## src/rtl/bridge_pkg.sv

```systemverilog
// rtl/bridge_pkg.sv - KMBox bridge protocol constants and decoder state encoding.
package bridge_pkg;

  localparam logic [7:0] SYNC_BYTE = 8'hA5;

  localparam logic [7:0] CMD_PING  = 8'h01;
  localparam logic [7:0] CMD_PONG  = 8'h81;
  localparam logic [7:0] CMD_MOUSE = 8'h10;
  localparam logic [7:0] CMD_KBD   = 8'h20;

  typedef enum logic [2:0] {
    ST_HUNT    = 3'd0,
    ST_CMD     = 3'd1,
    ST_LEN     = 3'd2,
    ST_PAYLOAD = 3'd3,
    ST_CHK     = 3'd4,
    ST_EMIT    = 3'd5
  } dec_state_e;

endpackage

```

## src/rtl/bridge_frame_buf.sv

```systemverilog
// rtl/bridge_frame_buf.sv - single-port payload buffer, synchronous write, registered read.
module bridge_frame_buf #(
  parameter int DEPTH = 16
) (
  input  logic       clk,
  input  logic       we_i,
  input  logic [7:0] addr_i,
  input  logic [7:0] wdata_i,
  output logic [7:0] rdata_o
);

  localparam int AW = (DEPTH > 1) ? $clog2(DEPTH) : 1;

  logic [7:0] mem_q [DEPTH];
  logic [7:0] rdata_q;

  // Addresses past the frame end occur while prefetching after the last payload beat; ignore them.
  always_ff @(posedge clk) begin
    if (we_i && (addr_i < 8'(DEPTH))) begin
      mem_q[addr_i[AW-1:0]] <= wdata_i;
    end
    if (addr_i < 8'(DEPTH)) begin
      rdata_q <= mem_q[addr_i[AW-1:0]];
    end
  end

  assign rdata_o = rdata_q;

endmodule

```

## src/rtl/bridge_rsp_decoder.sv

```systemverilog
// rtl/bridge_rsp_decoder.sv - sync hunt, frame parse/check and valid/ready replay of bridge responses.
// Error counters are built only when BRIDGE_DEC_STATS_EN is defined.
module bridge_rsp_decoder
  import bridge_pkg::*;
#(
  parameter int MAX_LEN        = 16,
  parameter int TIMEOUT_CYCLES = 480
) (
  input  logic       clk,
  input  logic       rst_n,
  input  logic [7:0] rx_data,
  input  logic       rx_valid,
  input  logic       rx_frame_err,
  output logic [7:0] out_data,
  output logic       out_valid,
  input  logic       out_ready,
  output logic       out_last,
  output logic       pong_seen,
  output logic       busy
`ifdef BRIDGE_DEC_STATS_EN
  ,
  output logic [7:0] err_chk,
  output logic [7:0] err_len,
  output logic [7:0] err_tmo,
  output logic [7:0] err_ovr
`endif
);

  localparam int TW = $clog2(TIMEOUT_CYCLES + 1);

  dec_state_e    state_q, state_d;
  logic [7:0]    cmd_q, cmd_d, len_q, len_d, sum_q, sum_d, idx_q, idx_d;
  logic [8:0]    beat_q, beat_d;
  logic [TW-1:0] tmr_q, tmr_d;
  logic [7:0]    out_data_q, out_data_d;
  logic          out_valid_q, out_valid_d, out_last_q, out_last_d;
  logic          buf_we, hs;
  logic [7:0]    buf_addr, buf_rdata;
  logic          ev_chk, ev_len, ev_tmo, ev_ovr;

  always_comb begin
    state_d     = state_q;
    cmd_d       = cmd_q;
    len_d       = len_q;
    sum_d       = sum_q;
    idx_d       = idx_q;
    beat_d      = beat_q;
    tmr_d       = tmr_q;
    out_data_d  = out_data_q;
    out_valid_d = out_valid_q;
    out_last_d  = out_last_q;
    buf_we      = 1'b0;
    ev_chk      = 1'b0;
    ev_len      = 1'b0;
    ev_tmo      = 1'b0;
    ev_ovr      = 1'b0;
    hs          = out_valid_q && out_ready;

    case (state_q)
      ST_HUNT: begin
        if (rx_valid && (rx_data == SYNC_BYTE)) begin
          state_d = ST_CMD;
          tmr_d   = '0;
        end
      end
      ST_CMD, ST_LEN, ST_PAYLOAD, ST_CHK: begin
        tmr_d = tmr_q + 1'b1;
        if (rx_frame_err) begin
          state_d = ST_HUNT;
          ev_tmo  = 1'b1;
        end else if (rx_valid) begin
          tmr_d = '0;
          sum_d = sum_q + rx_data;
          case (state_q)
            ST_CMD: begin
              cmd_d   = rx_data;
              sum_d   = rx_data;
              state_d = ST_LEN;
            end
            ST_LEN: begin
              len_d = rx_data;
              idx_d = '0;
              if (rx_data > 8'(MAX_LEN)) begin
                state_d = ST_HUNT;
                ev_len  = 1'b1;
              end else begin
                state_d = (rx_data == 8'd0) ? ST_CHK : ST_PAYLOAD;
              end
            end
            ST_PAYLOAD: begin
              buf_we = 1'b1;
              idx_d  = idx_q + 1'b1;
              if (idx_d == len_q) state_d = ST_CHK;
            end
            default: begin
              if (rx_data == sum_q) begin
                state_d     = ST_EMIT;
                out_valid_d = 1'b1;
                out_data_d  = cmd_q;
                out_last_d  = 1'b0;
                beat_d      = '0;
                idx_d       = '0;
              end else begin
                state_d = ST_HUNT;
                ev_chk  = 1'b1;
              end
            end
          endcase
        end else if (tmr_q == TW'(TIMEOUT_CYCLES - 1)) begin
          state_d = ST_HUNT;
          ev_tmo  = 1'b1;
        end
      end
      ST_EMIT: begin
        ev_ovr = rx_valid;
        if (hs) begin
          if (out_last_q) begin
            state_d     = ST_HUNT;
            out_valid_d = 1'b0;
            out_last_d  = 1'b0;
            out_data_d  = '0;
          end else begin
            beat_d = beat_q + 1'b1;
            if (beat_q == 9'd0) begin
              out_data_d = len_q;
              out_last_d = (len_q == 8'd0);
            end else begin
              // Payload beat: buffer already holds entry idx_q; advance so the next one is prefetched.
              out_data_d = buf_rdata;
              idx_d      = idx_q + 1'b1;
              out_last_d = (beat_q == {1'b0, len_q});
            end
          end
        end
      end
      default: state_d = ST_HUNT;
    endcase

    buf_addr = buf_we ? idx_q : idx_d;
  end

  always_ff @(posedge clk) begin
    if (!rst_n) begin
      state_q     <= ST_HUNT;
      cmd_q       <= '0;
      len_q       <= '0;
      sum_q       <= '0;
      idx_q       <= '0;
      beat_q      <= '0;
      tmr_q       <= '0;
      out_data_q  <= '0;
      out_valid_q <= 1'b0;
      out_last_q  <= 1'b0;
    end else begin
      state_q     <= state_d;
      cmd_q       <= cmd_d;
      len_q       <= len_d;
      sum_q       <= sum_d;
      idx_q       <= idx_d;
      beat_q      <= beat_d;
      tmr_q       <= tmr_d;
      out_data_q  <= out_data_d;
      out_valid_q <= out_valid_d;
      out_last_q  <= out_last_d;
    end
  end

  bridge_frame_buf #(.DEPTH(MAX_LEN)) u_buf (
    .clk     (clk),
    .we_i    (buf_we),
    .addr_i  (buf_addr),
    .wdata_i (rx_data),
    .rdata_o (buf_rdata)
  );

  assign out_data  = out_data_q;
  assign out_valid = out_valid_q;
  assign out_last  = out_last_q;
  assign busy      = (state_q != ST_HUNT);
  assign pong_seen = (state_q == ST_EMIT) && hs && out_last_q && (cmd_q == CMD_PONG);

`ifdef BRIDGE_DEC_STATS_EN
  logic [7:0] err_chk_q, err_len_q, err_tmo_q, err_ovr_q;

  always_ff @(posedge clk) begin
    if (!rst_n) begin
      err_chk_q <= '0;
      err_len_q <= '0;
      err_tmo_q <= '0;
      err_ovr_q <= '0;
    end else begin
      if (ev_chk && (err_chk_q != 8'hFF)) err_chk_q <= err_chk_q + 1'b1;
      if (ev_len && (err_len_q != 8'hFF)) err_len_q <= err_len_q + 1'b1;
      if (ev_tmo && (err_tmo_q != 8'hFF)) err_tmo_q <= err_tmo_q + 1'b1;
      if (ev_ovr && (err_ovr_q != 8'hFF)) err_ovr_q <= err_ovr_q + 1'b1;
    end
  end

  assign err_chk = err_chk_q;
  assign err_len = err_len_q;
  assign err_tmo = err_tmo_q;
  assign err_ovr = err_ovr_q;
`else
  logic unused_ev;
  assign unused_ev = ^{ev_chk, ev_len, ev_tmo, ev_ovr};
`endif

endmodule

```

## config.mk

```make
export PLATFORM = sky130hd
export DESIGN_NAME = bridge_rsp_decoder
export DESIGN_NICKNAME = d
export VERILOG_FILES = /design/src/rtl/bridge_pkg.sv /design/src/rtl/bridge_frame_buf.sv /design/src/rtl/bridge_rsp_decoder.sv
export SDC_FILE = /design/constraint.sdc
export NUM_CORES = 1
export LEC_CHECK = 0
export CORE_ASPECT_RATIO = 2
export CORE_MARGIN = 5
export CORE_UTILIZATION = 50
export DETAILED_ROUTE_END_ITERATION = 8
export PLACE_DENSITY = 0.68
export SYNTH_ARGS = -nofsm -noshare
export SYNTH_HDL_FRONTEND = slang
export SYNTH_SLANG_ARGS = --single-unit
```

## constraint.sdc

```tcl
create_clock -name clk -period 3.3 [get_ports clk]
set_input_delay 0.495 -clock clk [delete_from_list [all_inputs] [get_ports clk]]
set_output_delay 0.495 -clock clk [all_outputs]
set_load 0.03 [all_outputs]
```

==> results.json <==
{
  "die_h_microns": 206,
  "power.sequential.fraction_pct": 50.4,
  "timing.final.hold_violations": 0,
  "drv.max_cap_violation_count": 0,
  "nFillCells": 1646,
  "syn_inst": 857,
  "floorplan.die_area_sq_um": 22300,
  "htree_levels": 4,
  "drt-wirelength-per-cell_microns": 21.9,
  "track_usage_pct": 25.1,
  "syn-cell-area_sq_um": 9640,
  "route.vias.total": 7260,
  "setup_repair_after_global_routing_missed_its_margin": "false",
  "setup_total_neg_slack_ps": 0,
  "worstHoldPathCells": 2,
  "leakage_nw": 3.95,
  "min-delay-path-class": "reg2reg",
  "multi_input_logic_area_sq_um": 3890,
  "worst_case_vdd_ir_drop_mv": 0.299,
  "portBuffers": 24,
  "status": "complete, no violations",
  "drt_drc_violations_left": 0,
  "crit_required_ps": 3460,
  "min_period_ps": 3130,
  "syn_to_final_growth_pct": 18.1,
  "setup_viol_count_final": 0,
  "power.net_switching_mw": 1.39,
  "power_density_nw_per_um2": 477,
  "critPathMaxStageDelay_ps": 400,
  "critPathMaxFanout": 29,
  "cts_max_path_buffers": 2,
  "detail_route.wirelength_mm": 26.8,
  "place_congestion": 0.983,
  "synth.top_cells.by_area": "sky130_fd_sc_hd__edfxtp_1, sky130_fd_sc_hd__dfxtp_1, sky130_fd_sc_hd__o211ai_1",
  "detailedRoute.firstIterationViolations": 380,
  "worst_pin_slew_ps": 854,
  "switching_share_pct": 25.6,
  "timing.final.ws_setup_ps": 169,
  "yosys.area.top_type": "sky130_fd_sc_hd__edfxtp_1",
  "yosysTopAreaCellShare_pct": 42.3,
  "synth-seq-area-share_pct": 55.4,
  "yosys_register_bits": 199,
  "cp_cell_sequence": "clkdlybuf4s50_1 -> buf_4 -> ha_1 -> nor4_4 -> a41oi_2 -> buf_4 -> a2bb2oi_2 -> a21boi_2 -> buf_12 -> o221ai_1 -> o211ai_1 -> buf_4 -> nand4_1",
  "avgSynthCellArea_sq_um": 11.3,
  "sequential_cell_area_sq_um": 5350,
  "timing.critical_path.from_type": "input pin",
  "r2r_cells": 9,
  "antenna_found_initial": 0,
  "cts_tree": "done",
  "timing.critical_path.to_type": "register",
  "count_of_nets_after_finishing": 980,
  "antenna_cells_inserted": 0,
  "boundaryPins": 25,
  "cts.reportedPaths.clkPinSlew_ps": 70,
  "antenna_left": 0,
  "cts_setup_buffers": 0,
  "arrival_ps": 3290,
  "clockRootBuffer": "sky130_fd_sc_hd__clkbuf_16",
  "ys_async_sr_fraction_pct": 0,
  "wire_length_of_the_first_global_routing_pass_mm": 41.5,
  "place.detailed.hpwl_mm": 19.7,
  "fp.coreArea_sq_um": 19200,
  "yosysWarnings": 0,
  "crit_path_top_delay_cell": "sky130_fd_sc_hd__clkdlybuf4s50_1",
  "number_of_enable_flip_flop_cells_after_synthesis": 136,
  "clock-sinks": 199,
  "std_cell_rows": 72,
  "first_pass_iters": 7,
  "yosysUniqueCellTypes": 77,
  "relSlewSlack_pct": 42.9,
  "max_freq_ghz": 0.319,
  "place_ws_ps": -377,
  "skew_ps": 9.25,
  "width_of_the_die_microns": 108,
  "postSynthNetCount": 882,
  "detail_route.vias_per_cell": 5.92,
  "synth_ff_type": "sky130_fd_sc_hd__edfxtp_1",
  "grt_max_degree": 41,
  "post_route_cells_drive_above_1_share_pct": 18.5,
  "clock_latency_ps": 440,
  "power.share.combinational_pct": 10.9,
  "final_min_period_over_clock_period_pct": 94.9,
  "overflow": 0,
  "report.final.slew_viol_count": 0,
  "internal_power_mw": 4.05,
  "crit_type": "in2reg",
  "initial_core_util_pct": 50.3,
  "power.share.clock_pct": 38.6,
  "critical_path.most_common_cell": "sky130_fd_sc_hd__buf_4",
  "cts_buffers": 17,
  "grt_pass1_vias": 7337
}
==> stage by stage <==
stage	cell area [sq um]	util [%]	power, mW	instances	hold slack (ps)
2_1_floorplan	9640	-	3.14	857	445
3_3_place_gp	10800	56.2	3.38	1195	458
3_5_place_dp	10800	56.2	3.39	1195	463
4_1_cts	11400	59.3	5.46	1227	473
5_1_grt	11400	59.4	5.63	1227	502
6_report	11400	59.4	5.44	1227	478
==> synthesized netlist by cell type, drive strengths merged (10+ instances only) <==
library cell / instances
xnor2: 20
edfxtp: 136
a21oi: 40
clkbuf: 31
nand3: 22
inv: 46
ha: 11
o21ai: 33
buf: 21
nand2: 65
nand4: 18
a211oi: 11
nor2: 69
mux2: 40
dfxtp: 63
o221ai: 32
o211ai: 66
xor2: 19
a22oi: 10
==> metal layers <==
metal | part of all wire, % | GRT usage, % | vias up
met3 | 3.9 | 4.19 | 74
met1 | 34 | 25.3 | 3528
met2 | 55 | 46.2 | 215
met5 | 0 | 0 | -
li1 | - | - | 3443
met4 | 6.8 | 16.4 | 0
==> cells by family after synthesis <==
| family | share of synthesized area (%) |
|---|---|
| adders and majority gates | 1.63 |
| xor gates and xnor gates | 3.62 |
| and+or+nand+nor | 12.6 |
| muxes | 5.09 |
| AOI/OAI and AO/OA | 17.2 |
| buffers and inverters | 4.40 |
| DFF | 55.4 |
==> placed cells by master (no fill, tap or decap), types with 3 or more instances in the layout <==
| master | instances |
|---|---|
| sky130_fd_sc_hd__nand2b_1 | 4 |
| sky130_fd_sc_hd__clkbuf_16 | 19 |
| sky130_fd_sc_hd__nand4_1 | 18 |
| sky130_fd_sc_hd__nor4_1 | 7 |
| sky130_fd_sc_hd__dfxtp_1 | 63 |
| sky130_fd_sc_hd__inv_1 | 46 |
| sky130_fd_sc_hd__edfxtp_1 | 136 |
| sky130_fd_sc_hd__and3_1 | 7 |
| sky130_fd_sc_hd__or3_1 | 7 |
| sky130_fd_sc_hd__a22oi_1 | 10 |
| sky130_fd_sc_hd__mux2i_1 | 4 |
| sky130_fd_sc_hd__nor2b_1 | 6 |
| sky130_fd_sc_hd__a211oi_1 | 11 |
| sky130_fd_sc_hd__nor3b_1 | 6 |
| sky130_fd_sc_hd__nor3_1 | 7 |
| sky130_fd_sc_hd__o221ai_1 | 32 |
| sky130_fd_sc_hd__a21oi_1 | 37 |
| sky130_fd_sc_hd__o211ai_1 | 66 |
| sky130_fd_sc_hd__clkdlybuf4s50_1 | 24 |
| sky130_fd_sc_hd__o21a_1 | 3 |
| sky130_fd_sc_hd__nor2_1 | 68 |
| sky130_fd_sc_hd__clkinv_4 | 4 |
| sky130_fd_sc_hd__a21oi_2 | 3 |
| sky130_fd_sc_hd__ha_1 | 11 |
| sky130_fd_sc_hd__xnor2_1 | 19 |
| sky130_fd_sc_hd__nand3_1 | 22 |
| sky130_fd_sc_hd__nand2_1 | 64 |
| sky130_fd_sc_hd__o21ai_1 | 5 |
| sky130_fd_sc_hd__a31oi_1 | 4 |
| sky130_fd_sc_hd__xor2_1 | 19 |
| sky130_fd_sc_hd__mux2_1 | 22 |
| sky130_fd_sc_hd__mux2_2 | 18 |
| sky130_fd_sc_hd__buf_4 | 106 |
| sky130_fd_sc_hd__o21ai_0 | 27 |
==> registers in the layout, summed over array words and instances (netlist names) <==
register	count
u_buf.rdata_o	8
out_valid	1
out_last	1
tmr_q	9
len_q	8
beat_q	9
cmd_q	8
idx_q	8
sum_q	8
out_data	8
u_buf.mem_q	128
state_q	3
==> area by class of cell <==
class / count / area share [%]
multi-input cells: 560 / 34.1
repair buffers: 131 / 9.27
clock buffers: 20 / 4.21
flip-flops and latches: 199 / 46.9
inverters: 46 / 1.52
clock inverters: 12 / 1.12
well taps: 259 / 2.84
==> worst paths after layout <==
kind         slack, ps          endpoint  startpoint
max reg2reg        300  u_buf.rdata_o[7]   beat_q[0]
min reg2reg        480          cmd_q[7]    cmd_q[7]
max                170  u_buf.rdata_o[7]  rx_data[4]
min                480          cmd_q[7]    cmd_q[7]
==> critical path: cells and delay by family <==
family	cells	cell delay, ps
AND/OR/NAND/NOR	2	360
adder cells (fa/ha/maj)	1	340
buffers and inverters	5	1110
AO/OA/AOI/OAI	5	970
==> power by group through the flow <==
stage	sequential [mW]	clock (mW)	combinational [mW]
finish	2.74	2.10	0.595
floorplan	2.77	0	0.368
CTS	2.74	2.13	0.591
global route	2.74	2.23	0.658
global placement	2.80	0	0.580
detailed placement	2.80	0	0.589
==> timing repair <==
action	CTS	global route
hold endpoints to repair	0	0
gates resized for setup	0	1
hold buffers	0	0
setup endpoints to repair	0	1
Note: power is estimated with default switching activity, not from simulation.
